[src/rtl/mem_arbiter_pkg.sv]
// mem_arbiter_pkg: shared types and constants for the two-master memory arbiter.
//   arb_state_t : arbiter FSM states (IDLE, REQ, WAIT, RESP)
//   GNT_M0/M1   : encoding of the granted master (0 = fetch, 1 = load/store)
package mem_arbiter_pkg;

  typedef enum logic [1:0] {
    IDLE = 2'd0,
    REQ  = 2'd1,
    WAIT = 2'd2,
    RESP = 2'd3
  } arb_state_t;

  localparam logic GNT_M0 = 1'b0;
  localparam logic GNT_M1 = 1'b1;

endpackage

[src/rtl/rr_pick2.sv]
// rr_pick2: combinational two-way round-robin choice.
//   valid[1:0]  in  : request pending per master (bit 1 = m1, bit 0 = m0)
//   last_grant  in  : master granted most recently
//   gnt_valid   out : at least one request pending
//   gnt         out : chosen master (meaningful only with gnt_valid)
module rr_pick2
  import mem_arbiter_pkg::*;
(
  input  logic [1:0] valid,
  input  logic       last_grant,
  output logic       gnt_valid,
  output logic       gnt
);

  always_comb begin
    gnt_valid = |valid;
    if (valid == 2'b11) begin
      // On a tie the master that did not win last time goes first.
      gnt = ~last_grant;
    end else if (valid[1]) begin
      gnt = GNT_M1;
    end else begin
      gnt = GNT_M0;
    end
  end

endmodule

[src/rtl/mem_arbiter.sv]
// mem_arbiter: shares one memory port between master 0 (instruction fetch)
// and master 1 (load/store unit) with round-robin fairness and a response
// watchdog.
//   clk, rst                       : clock, asynchronous active-low reset
//   mN_req_valid/ready             : request handshake per master
//   mN_addr/wen/wdata/wmask        : request fields per master
//   mN_resp_valid/rdata/err        : one-cycle response per master
//   mem_req_valid/ready            : request handshake towards memory
//   mem_addr/wen/wdata/wmask       : registered request fields to memory
//   mem_resp_valid/mem_rdata       : memory response
module mem_arbiter
  import mem_arbiter_pkg::*;
#(
  parameter int ADDR_W  = 32,
  parameter int DATA_W  = 32,
  parameter int TIMEOUT = 255
) (
  input  logic                clk,
  input  logic                rst,
  input  logic                m0_req_valid,
  output logic                m0_req_ready,
  input  logic [ADDR_W-1:0]   m0_addr,
  input  logic                m0_wen,
  input  logic [DATA_W-1:0]   m0_wdata,
  input  logic [DATA_W/8-1:0] m0_wmask,
  output logic                m0_resp_valid,
  output logic [DATA_W-1:0]   m0_rdata,
  output logic                m0_err,
  input  logic                m1_req_valid,
  output logic                m1_req_ready,
  input  logic [ADDR_W-1:0]   m1_addr,
  input  logic                m1_wen,
  input  logic [DATA_W-1:0]   m1_wdata,
  input  logic [DATA_W/8-1:0] m1_wmask,
  output logic                m1_resp_valid,
  output logic [DATA_W-1:0]   m1_rdata,
  output logic                m1_err,
  output logic                mem_req_valid,
  input  logic                mem_req_ready,
  output logic [ADDR_W-1:0]   mem_addr,
  output logic                mem_wen,
  output logic [DATA_W-1:0]   mem_wdata,
  output logic [DATA_W/8-1:0] mem_wmask,
  input  logic                mem_resp_valid,
  input  logic [DATA_W-1:0]   mem_rdata
);

  localparam int            TW  = $clog2(TIMEOUT + 1);
  localparam int            MW  = DATA_W / 8;
  localparam logic [TW-1:0] TMO = TW'(TIMEOUT);

  arb_state_t        state_q, state_d;
  logic              gnt_q, gnt_d;
  logic              last_q, last_d;
  logic [TW-1:0]     timer_q, timer_d;
  logic [ADDR_W-1:0] addr_q, addr_d;
  logic              wen_q, wen_d;
  logic [DATA_W-1:0] wdata_q, wdata_d;
  logic [MW-1:0]     wmask_q, wmask_d;
  logic [DATA_W-1:0] rdata_q, rdata_d;
  logic              err_q, err_d;

  logic              pick_vld;
  logic              pick_gnt;
  logic [TW-1:0]     timer_inc;
  logic              tmo_hit;

  rr_pick2 u_pick (
    .valid      ({m1_req_valid, m0_req_valid}),
    .last_grant (last_q),
    .gnt_valid  (pick_vld),
    .gnt        (pick_gnt)
  );

  // Saturating increment; tmo_hit flags the cycle in which the count reaches
  // TIMEOUT, so RESP is entered exactly TIMEOUT cycles after leaving IDLE.
  assign timer_inc = (timer_q == TMO) ? timer_q : timer_q + TW'(1);
  assign tmo_hit   = (timer_inc == TMO);

  // State and datapath registers
  always_ff @(posedge clk or negedge rst) begin
    if (!rst) begin
      state_q <= IDLE;
      gnt_q   <= GNT_M0;
      last_q  <= GNT_M1;
      timer_q <= '0;
      addr_q  <= '0;
      wen_q   <= 1'b0;
      wdata_q <= '0;
      wmask_q <= '0;
      rdata_q <= '0;
      err_q   <= 1'b0;
    end else begin
      state_q <= state_d;
      gnt_q   <= gnt_d;
      last_q  <= last_d;
      timer_q <= timer_d;
      addr_q  <= addr_d;
      wen_q   <= wen_d;
      wdata_q <= wdata_d;
      wmask_q <= wmask_d;
      rdata_q <= rdata_d;
      err_q   <= err_d;
    end
  end

  // Next-state logic
  always_comb begin
    state_d = state_q;
    gnt_d   = gnt_q;
    last_d  = last_q;
    timer_d = timer_q;
    addr_d  = addr_q;
    wen_d   = wen_q;
    wdata_d = wdata_q;
    wmask_d = wmask_q;
    rdata_d = rdata_q;
    err_d   = err_q;
    case (state_q)
      IDLE: begin
        if (pick_vld) begin
          gnt_d   = pick_gnt;
          last_d  = pick_gnt;
          timer_d = '0;
          addr_d  = (pick_gnt == GNT_M1) ? m1_addr  : m0_addr;
          wen_d   = (pick_gnt == GNT_M1) ? m1_wen   : m0_wen;
          wdata_d = (pick_gnt == GNT_M1) ? m1_wdata : m0_wdata;
          wmask_d = (pick_gnt == GNT_M1) ? m1_wmask : m0_wmask;
          state_d = REQ;
        end
      end
      REQ: begin
        timer_d = timer_inc;
        // A response only counts once memory has taken the request.
        if (mem_req_ready && mem_resp_valid) begin
          rdata_d = mem_rdata;
          err_d   = 1'b0;
          state_d = RESP;
        end else if (tmo_hit) begin
          rdata_d = '0;
          err_d   = 1'b1;
          state_d = RESP;
        end else if (mem_req_ready) begin
          state_d = WAIT;
        end
      end
      WAIT: begin
        timer_d = timer_inc;
        if (mem_resp_valid) begin
          rdata_d = mem_rdata;
          err_d   = 1'b0;
          state_d = RESP;
        end else if (tmo_hit) begin
          rdata_d = '0;
          err_d   = 1'b1;
          state_d = RESP;
        end
      end
      RESP: begin
        state_d = IDLE;
      end
      default: begin
        state_d = IDLE;
      end
    endcase
  end

  // Outputs
  always_comb begin
    m0_req_ready  = 1'b0;
    m1_req_ready  = 1'b0;
    if ((state_q == IDLE) && pick_vld) begin
      m0_req_ready = (pick_gnt == GNT_M0);
      m1_req_ready = (pick_gnt == GNT_M1);
    end
    mem_req_valid = (state_q == REQ);
    m0_resp_valid = (state_q == RESP) && (gnt_q == GNT_M0);
    m1_resp_valid = (state_q == RESP) && (gnt_q == GNT_M1);
    m0_err        = m0_resp_valid && err_q;
    m1_err        = m1_resp_valid && err_q;
  end

  assign m0_rdata  = rdata_q;
  assign m1_rdata  = rdata_q;
  assign mem_addr  = addr_q;
  assign mem_wen   = wen_q;
  assign mem_wdata = wdata_q;
  assign mem_wmask = wmask_q;

endmodule

[config.mk]
export PLATFORM = sky130hd
export DESIGN_NAME = mem_arbiter
export DESIGN_NICKNAME = d
export VERILOG_FILES = /design/src/rtl/mem_arbiter_pkg.sv /design/src/rtl/rr_pick2.sv /design/src/rtl/mem_arbiter.sv
export SDC_FILE = /design/constraint.sdc
export NUM_CORES = 1
export LEC_CHECK = 0
export BUFFER_PORTS_ARGS = -buffer_cell sky130_fd_sc_hd__buf_2
export CAP_MARGIN = 30
export CORE_UTILIZATION = 35
export CTS_BUF_LIST = sky130_fd_sc_hd__clkbuf_8
export DETAILED_ROUTE_END_ITERATION = 16
export GPL_ROUTABILITY_DRIVEN = 0
export GPL_TIMING_DRIVEN = 0
export HOLD_SLACK_MARGIN = 0.12
export PLACE_DENSITY = 0.67
export SLEW_MARGIN = 20
export SYNTH_ARGS = -nofsm -noshare
export SYNTH_HDL_FRONTEND = slang
export SYNTH_SLANG_ARGS = --single-unit
export TNS_END_PERCENT = 50
[constraint.sdc]
create_clock -name clk -period 5.4 [get_ports clk]
set_input_delay 0.27 -clock clk [delete_from_list [all_inputs] [get_ports clk]]
set_output_delay 0.27 -clock clk [all_outputs]
set_load 0.01 [all_outputs]
==> impl_metrics.toml, run 1 <==
[outcome]
status = "finished, final reports clean"

[yosys]
synthFlopType = "dfrtp_1"
synthCells = 492
synth.top_cell.area_share_pct = 51.9
synthTopCellsByCount = "dfrtp_1 (113), inv_1 (75), a222oi_1 (69), buf_4 (36), nor2b_1 (36)"
syn_area_mm2 = 0.00545
synth.avg_cell_area_um2 = 11.1
synth_edf_count = 0
synth_seq_cells = 114
yosysWarnings = 0
ys_async_sr_fraction_pct = 100
synth_nets = 673
synth.distinct_cells = 43
synth.largest_area_cell = "dfrtp_1"
synthTopCellsByArea = "dfrtp_1 (52%), a222oi_1 (13%), a221o_1 (5.7%)"
synthMostInstantiatedCell = "dfrtp_1"
ys_seq_area_share_pct = 52.4

[die]
die-area_mm2 = 0.0161
die_w_um = 127
initial_core_util_pct = 35.8
num_io_pins = 316
std_cell_rows = 45
die_h_um = 127
design.core.area_mm2 = 0.0152

[clock_network]
htree_num_levels = 4
clkSinkCount = 114
cts-resized-gates = 0
cts_setup_buffers = 0
ctsHoldBuffers = 171
clock-root-buffer = "clkbuf_8"
clockBufferDepth = 2
path_clk_slew_ns = 0.08
cts_tree = "yes"
cts_buffers = 17
clock_latency_ns = 0.42

[routing]
drc_errors = 0
wl_met1_mm = 8.02
avgRoutedWirePerCell_um = 17.3
drtIter0Drc = 529
top_layer = "met4"
wl_met2_mm = 10.3
routed_wl_mm = 20.7
num_vias = 6280
final_antenna_net_count = 0
dr_wl_met3_mm = 1.51
drt-vias-per-instance = 5.23
first_pass_iters = 6

[grt]
grt_max_degree = 65
grt_pass1_vias = 6358
grt_usage_pct = 25.4
antenna_found_initial = 1
grt_pass1_wl_mm = 31.9
overflow = 0

[sta]
drv_slew = 0
timing.final.crit_share_pct = 59.2
hold_violations = 0
hold_ws_ns = 0.362
clock.fmax_ghz = 0.313
max-slew-margin-rel_pct = 36.0
setup_viol = 0
tightestPinTransition_ns = 0.954
tns_ns = 0
layout_setup_ws_ns = 2.20
fin_crit_ns = 3.20
finalClockSkew_ns = 0.0111
rsz0062_at_grt = "no"

[flow_run]
maxCapViolations = 0

[final_layout]
drive_gt1_share_pct = 39.5
nets = 1180
fin_util_pct = 61.7
areaGrowthSynthToFinish_pct = 72.2

[setup_path]
start_kind = "register"
critPathRequiredTime_ns = 5.77
worstSetupEndpointType = "register"
crit_arrival_ns = 3.57
critPathKind = "register to register"
cp_max_fo = 10

[placed_design]
portBuffers = 315
dpl.hpwl_mm = 12.6
dp_slack_ns = 2.58

[hold_path]
hp-class = "primary input to register"

[pwr]
p_leak_nw = 4.82
peakVddDrop_v = 0.000329
total_power_mw = 5.26
power_density_mw_per_mm2 = 561
[registers in the layout, summed over array words and instances, names as in the netlist]
name,flops
m0_rdata,32
mem_addr,32
mem_wdata,32
timer_q,8
mem_wmask,4
state_q,2
err_q,1
gnt_q,1
last_q,1
mem_wen,1
[worst paths after layout]
path                               start       endpoint  slack, ns  depth (start not counted)
min                        mem_req_ready     state_q[1]       0.36                          5
max reg2reg                   state_q[0]   mem_wdata[8]       2.20                          9
min in group asynchronous            rst          gnt_q       0.40                          2
max in group asynchronous            rst  mem_wdata[22]       4.32                          3
max                           state_q[0]   mem_wdata[8]       2.20                          9
min reg2reg                       last_q         last_q       0.56                          1
[logic make-up after synthesis]
logic type | after synthesis | synth area share (%)
compound gates | 144 | 24.2
fa+ha+maj | 5 | 1.15
buf+inv | 146 | 13.1
flops | 114 | 52.4
simple gates | 83 | 9.17
[metal layers]
layer,track usage (%),vias up
met5,0,-
li1,-,2845
met1,28.4,3023
met3,6.71,67
met2,42.9,345
met4,16.4,0
[final cells by class]
cell class                 count  area, um2
buffer                        71        432
clock inverter                11       88.8
multi-input combinational    232       1880
clock buffer                  20        275
inverter                      75        282
timing repair buffer         488       3330
sequential                   114       2850
antenna                        1       2.50
tap                          188        235
fill                        1227       5830
[through the flow]
| stage | area [um2] | std cells |
|---|---|---|
| 6_report | 9380 | 1200 |
| 5_1_grt | 9380 | 1200 |
| 4_1_cts | 9370 | 1198 |
| 3_5_place_dp | 7290 | 996 |
| 3_3_place_gp | 7260 | 995 |
| 2_1_floorplan | 5450 | 492 |
[placed cells by master (no fill, tap or decap), types with 7 or more instances in the layout]
master / n
nor2b_1: 36
nand2_1: 14
inv_1: 76
buf_4: 36
clkbuf_1: 30
a221o_1: 31
nor2_1: 7
a21oi_1: 14
a222oi_1: 69
dlygate4sd3_1: 171
clkbuf_8: 20
buf_2: 314
dfrtp_1: 113
[critical path, stage by stage, from the launching register on]
cell and delay [ns]:
dfrtp_1 0.44, inv_1 0.14, ha_1 0.15, clkbuf_1 0.27
nand2_1 0.09, a21oi_1 0.69, clkbuf_1 0.49, a222oi_1 0.21
dlygate4sd3_1 0.61, inv_1 0.05
[report_power, final]
| part | internal [mW] | switching, mW |
|---|---|---|
| registers | 1.26 | 0.301 |
| clock network | 0.391 | 0.352 |
| logic | 1.55 | 1.40 |
Power figures use the tool's default switching activity.
==> run 2, diff against run 1 <==
clock period = 3.2 ns   (was 5.4 ns; I/O delays follow)
==> run 2 against run 1 <==
Against the previous run: combinational power increased by 69%; cell count about the same; critical endpoint is now mem_addr[1]; clock skew rose by 0.00098 ns; largest cell class unchanged; critical path type unchanged; largest power group unchanged; highest routed layer unchanged.
==> impl_metrics.toml, run 2 (synthesis results as in run 1) <==
[die]
die_w_um = 127
num_io_pins = 316
initial_core_util_pct = 35.8
die-area_mm2 = 0.0161
std_cell_rows = 45
design.core.area_mm2 = 0.0152
die_h_um = 127

[placed_design]
portBuffers = 315
dpl.hpwl_mm = 12.6
placedCellCount = 996

[sta]
tns_ns = 0
hold_ws_ns = 0.251
tightestPinTransition_ns = 0.934
timing.final.crit_share_pct = 92.1
rsz0062_at_grt = "no"
hold_violations = 0
clock.fmax_ghz = 0.339
drv_slew = 0
setup_viol = 0
fin_crit_ns = 2.95
finalClockSkew_ns = 0.0121
max-slew-margin-rel_pct = 37.3

[pwr]
p_clk_share_pct = 14.1
swShare_pct = 39.2
power_density_mw_per_mm2 = 946
combPwrFrac_pct = 56.2
p_leak_nw = 4.82
p_switching_mw = 3.48
p_int_mw = 5.40
peakVddDrop_v = 0.000541
seqPwrFrac_pct = 29.7

[grt]
use_met3_pct = 6.71
grt_use_met1_pct = 28.4
grt_max_degree = 65
overflow = 0
grt_pass1_wl_mm = 32.0
grt_use_met2_pct = 42.9
busiest_layer = "met2"
antenna_found_initial = 1
grt_pass1_vias = 6368
grt_usage_pct = 25.4

[setup_path]
crit_arrival_ns = 3.30
r2r_slack_ns = 0.25
r2r_cells = 9
cp_max_fo = 10
timing.rr.end = "mem_addr[1]"
critPathKind = "register to register"
worstReg2RegStart = "state_q[0]"
worstSetupEndpointType = "register"
critPathRequiredTime_ns = 3.56
cp_num_buf_inv = 5
cp_slowest_cell = "dlygate4sd3_1"
max_stage_delay_ns = 0.61
endpoint = "mem_addr[1]"
worst-path-stages = 9
start_kind = "register"
crit_start = "state_q[0]"
path_cells = "inv_1, ha_1, clkbuf_1, nand2_1, a21oi_2, clkbuf_1, a222oi_1, dlygate4sd3_1, inv_1"
crit_family = "buffers and inverters"

[final_layout]
areaGrowthSynthToFinish_pct = 72.3
finalNonFillerCells = 1199
layout_common_cells = "buf_2 (314), dlygate4sd3_1 (171), dfrtp_1 (113)"
nets = 1179
num-fill-cells = 1225
final_common_cell = "buf_2"
drive_gt1_share_pct = 39.6

[outcome]
status = "finished, final reports clean"

[clock_network]
clock_latency_ns = 0.42
cts_setup_buffers = 0
clock-root-buffer = "clkbuf_8"
path_clk_slew_ns = 0.07
clockBufferDepth = 2
htree_num_levels = 4
cts_tree = "yes"
cts_buffers = 17
clkSinkCount = 114

[routing]
drtIter0Drc = 560
first_pass_iters = 8
drt-vias-per-instance = 5.25
num_vias = 6299
drc_errors = 0
final_antenna_net_count = 0
avgRoutedWirePerCell_um = 17.3
routed_wl_mm = 20.7

[hold_path]
hp-class = "primary input to register"

[flow_run]
maxCapViolations = 0
==> run 2: worst register-to-register path: cells and delay by family, from the launching register on <==
family	cells	cell delay (ns)
AO/OA/AOI/OAI	2	0.62
buffers and inverters	5	1.55
AND/OR/NAND/NOR	1	0.11
flip-flops	1	0.44
adder cells (fa/ha/maj)	1	0.15
==> run 2: cell type report <==
cell class / instances / area (um2) / area share [%]
clock inverters: 11 / 88.8 / 0.947
repair buffers: 487 / 3320 / 35.4
inverters: 75 / 282 / 3.00
multi-input cells: 232 / 1890 / 20.2
plain buffers: 71 / 432 / 4.60
diodes: 1 / 2.50 / 0.0267
clock buffers: 20 / 275 / 2.93
flip-flops and latches: 114 / 2850 / 30.4
well taps: 188 / 235 / 2.51
==> run 2: worst min-delay path by stage <==
stage / start / to / slack [ns] / cells after the start
global placement: m0_addr[27] / mem_addr[27] / 0.39 / 3
global route: mem_req_ready / state_q[1] / 0.24 / 5
finish: mem_req_ready / state_q[1] / 0.25 / 5
floorplan: rst / err_q / -0.14 / 0
CTS: mem_resp_valid / state_q[0] / 0.21 / 4
detailed placement: rst / gnt_q / 0.20 / 1
==> run 2: layer usage <==
metal / routed length [um] / part of all wire (%) / vias up
met5: 0 / 0 / -
met4: 854 / 4.1 / 0
met3: 1520 / 7.3 / 67
met2: 10300 / 50 / 366
met1: 7980 / 39 / 3027
li1: - / - / 2839
==> run 2: stage by stage <==
stage / power [mW] / setup WS, ns / utilization, % / instance area, um2
6_report: 8.88 / 0.253 / 61.7 / 9380
5_1_grt: 9.46 / 0.0610 / 61.7 / 9380
4_1_cts: 8.74 / 0.0594 / 61.6 / 9370
3_5_place_dp: 6.56 / 0.486 / 48.0 / 7290
3_3_place_gp: 6.52 / 0.487 / 47.7 / 7260
2_1_floorplan: 5.07 / 1.14 / - / 5450
==> run 2: power groups by stage <==
stage               logic (mW)  clock network, mW  registers (mW)
finish                    4.99               1.25            2.64
global route              5.41               1.34            2.71
CTS                       4.86               1.28            2.60
detailed placement        3.95                  0            2.61
global placement          3.91                  0            2.60
floorplan                 2.23                  0            2.84
==> run 2: what timing repair did <==
item | 4_1_cts | 5_1_grt
endpoints found under the setup margin | 1 | 70
endpoints found under the hold margin | 164 | 0
hold buffers | 171 | 0
resized for setup | 1 | 2
gates cloned | 0 | 0
==> run 3, diff against run 2 <==
CORE_AREA = 2 2 124 126   (was unset)
CORE_UTILIZATION = unset   (was 35)
DIE_AREA = 0 0 126 128   (was unset)
PLACE_DENSITY = 0.7   (was 0.67)
==> run 3 against run 2 <==
Against the previous run: cell area is 0.13% higher; register-to-register slack worse by 0.05 ns; fmax is 1.7% lower; highest routed layer is now met5.
==> impl_metrics.toml, run 3 (synthesis results as in run 1) <==
[outcome]
status = "finished, final reports clean"

[final_layout]
drive_gt1_share_pct = 39.5
fin_util_pct = 63.2
areaGrowthSynthToFinish_pct = 72.6
final_area_mm2 = 0.00940
num-fill-cells = 1150
nets = 1179
final_common_cell = "buf_2"
antenna_cells = 0
seq_area_mm2 = 0.00285
finalNonFillerCells = 1197
layout_common_cells = "buf_2 (314), dlygate4sd3_1 (171), dfrtp_1 (113)"
multiInputGateArea_mm2 = 0.00189

[placed_design]
placedCellCount = 996
portBuffers = 315
dp_slack_ns = 0.515
place_area_mm2 = 0.00729
dpl.hpwl_mm = 13.3

[setup_path]
worstSetupEndpointType = "register"
timing.rr.end = "mem_addr[20]"
r2r_slack_ns = 0.20
start_kind = "register"
cp_max_fo = 10
r2r_cells = 9
worstReg2RegStart = "state_q[0]"
critPathKind = "register to register"
critPathRequiredTime_ns = 3.57
crit_arrival_ns = 3.37

[routing]
routed_wl_mm = 21.8
drtIter0Drc = 735
first_pass_iters = 9
final_antenna_net_count = 0
num_vias = 6309
avgRoutedWirePerCell_um = 18.2
drc_errors = 0
drt-vias-per-instance = 5.27

[grt]
grt_pass1_wl_mm = 33.4
use_met3_pct = 7.85
grt_use_met1_pct = 29.6
grt_pass1_vias = 6390
overflow = 0
grt_max_degree = 68
busiest_layer = "met2"
grt_usage_pct = 26.3
antenna_found_initial = 2
grt_use_met2_pct = 46.3

[die]
design.core.area_mm2 = 0.0149
std_cell_rows = 45
initial_core_util_pct = 36.6
num_io_pins = 316
die-area_mm2 = 0.0161
die_w_um = 126
die_h_um = 128

[clock_network]
clkSinkCount = 114
clock-root-buffer = "clkbuf_8"
clockBufferDepth = 2
htree_num_levels = 4
path_clk_slew_ns = 0.07
clock_latency_ns = 0.43
cts_buffers = 17
cts_tree = "yes"

[sta]
layout_setup_ws_ns = 0.202
clock.fmax_ghz = 0.334
finalClockSkew_ns = 0.0138
fin_crit_ns = 3.00
tns_ns = 0
rsz0062_at_grt = "yes"
setup_viol = 0
tightestPinTransition_ns = 0.784
drv_slew = 0
hold_ws_ns = 0.225
max-slew-margin-rel_pct = 47.4
hold_violations = 0
timing.final.crit_share_pct = 93.7

[pwr]
p_leak_nw = 4.85
power_density_mw_per_mm2 = 942
peakVddDrop_v = 0.000392
total_power_mw = 8.85

[hold_path]
hp-class = "primary input to asynchronous set/reset pin"

[flow_run]
maxCapViolations = 0
==> run 3: what timing repair did <==
action | in CTS | in global routing
hold endpoints to repair | 214 | 0
gates resized for setup | 0 | 2
hold buffers | 171 | 0
setup buffers | 0 | 0
setup endpoints to repair | 0 | 56
==> run 3: report_power, final <==
part           internal (mW)  total, mW  switching [mW]
logic                   2.48       4.86            2.39
registers               2.13       2.65           0.528
clock network          0.740       1.33           0.589
total                   5.34       8.85            3.50
==> run 3: how the worst max path moves through the flow <==
stage                     slack, ns        from      endpoint  depth (start not counted)
after floorplan                1.14  timer_q[0]  m0_rdata[10]                          8
after global placement         0.56  state_q[0]  m1_req_ready                          7
after detailed placement       0.51  state_q[0]  m1_req_ready                          7
after CTS                      0.02  state_q[0]  mem_wdata[4]                          9
after global routing          -0.02  state_q[0]  mem_addr[22]                          9
final                          0.20  state_q[0]  mem_addr[20]                          9
==> run 3: worst max-delay path, cell delays in order, from the launching register on <==
cell	delay, ns
dfrtp_1	0.44
inv_1	0.14
ha_1	0.15
clkbuf_1	0.30
nand2_1	0.12
a21oi_2	0.43
clkbuf_1	0.46
a222oi_1	0.22
dlygate4sd3_1	0.61
inv_1	0.07
==> run 3: layout make-up <==
| type | count | area share, % |
|---|---|---|
| Buffer | 71 | 4.59 |
| Clock buffer | 20 | 2.93 |
| Clock inverter | 10 | 1.19 |
| Inverter | 75 | 3.00 |
| Multi-Input combinational cell | 232 | 20.1 |
| Sequential cell | 114 | 30.4 |
| Tap cell | 188 | 2.50 |
| Timing Repair Buffer | 487 | 35.4 |
==> run 3: metal layers <==
| layer | vias up | routed length [um] |
|---|---|---|
| met5 | - | 27 |
| met3 | 83 | 1760 |
| li1 | 2829 | - |
| met4 | 4 | 837 |
| met2 | 380 | 11100 |
| met1 | 3013 | 8040 |
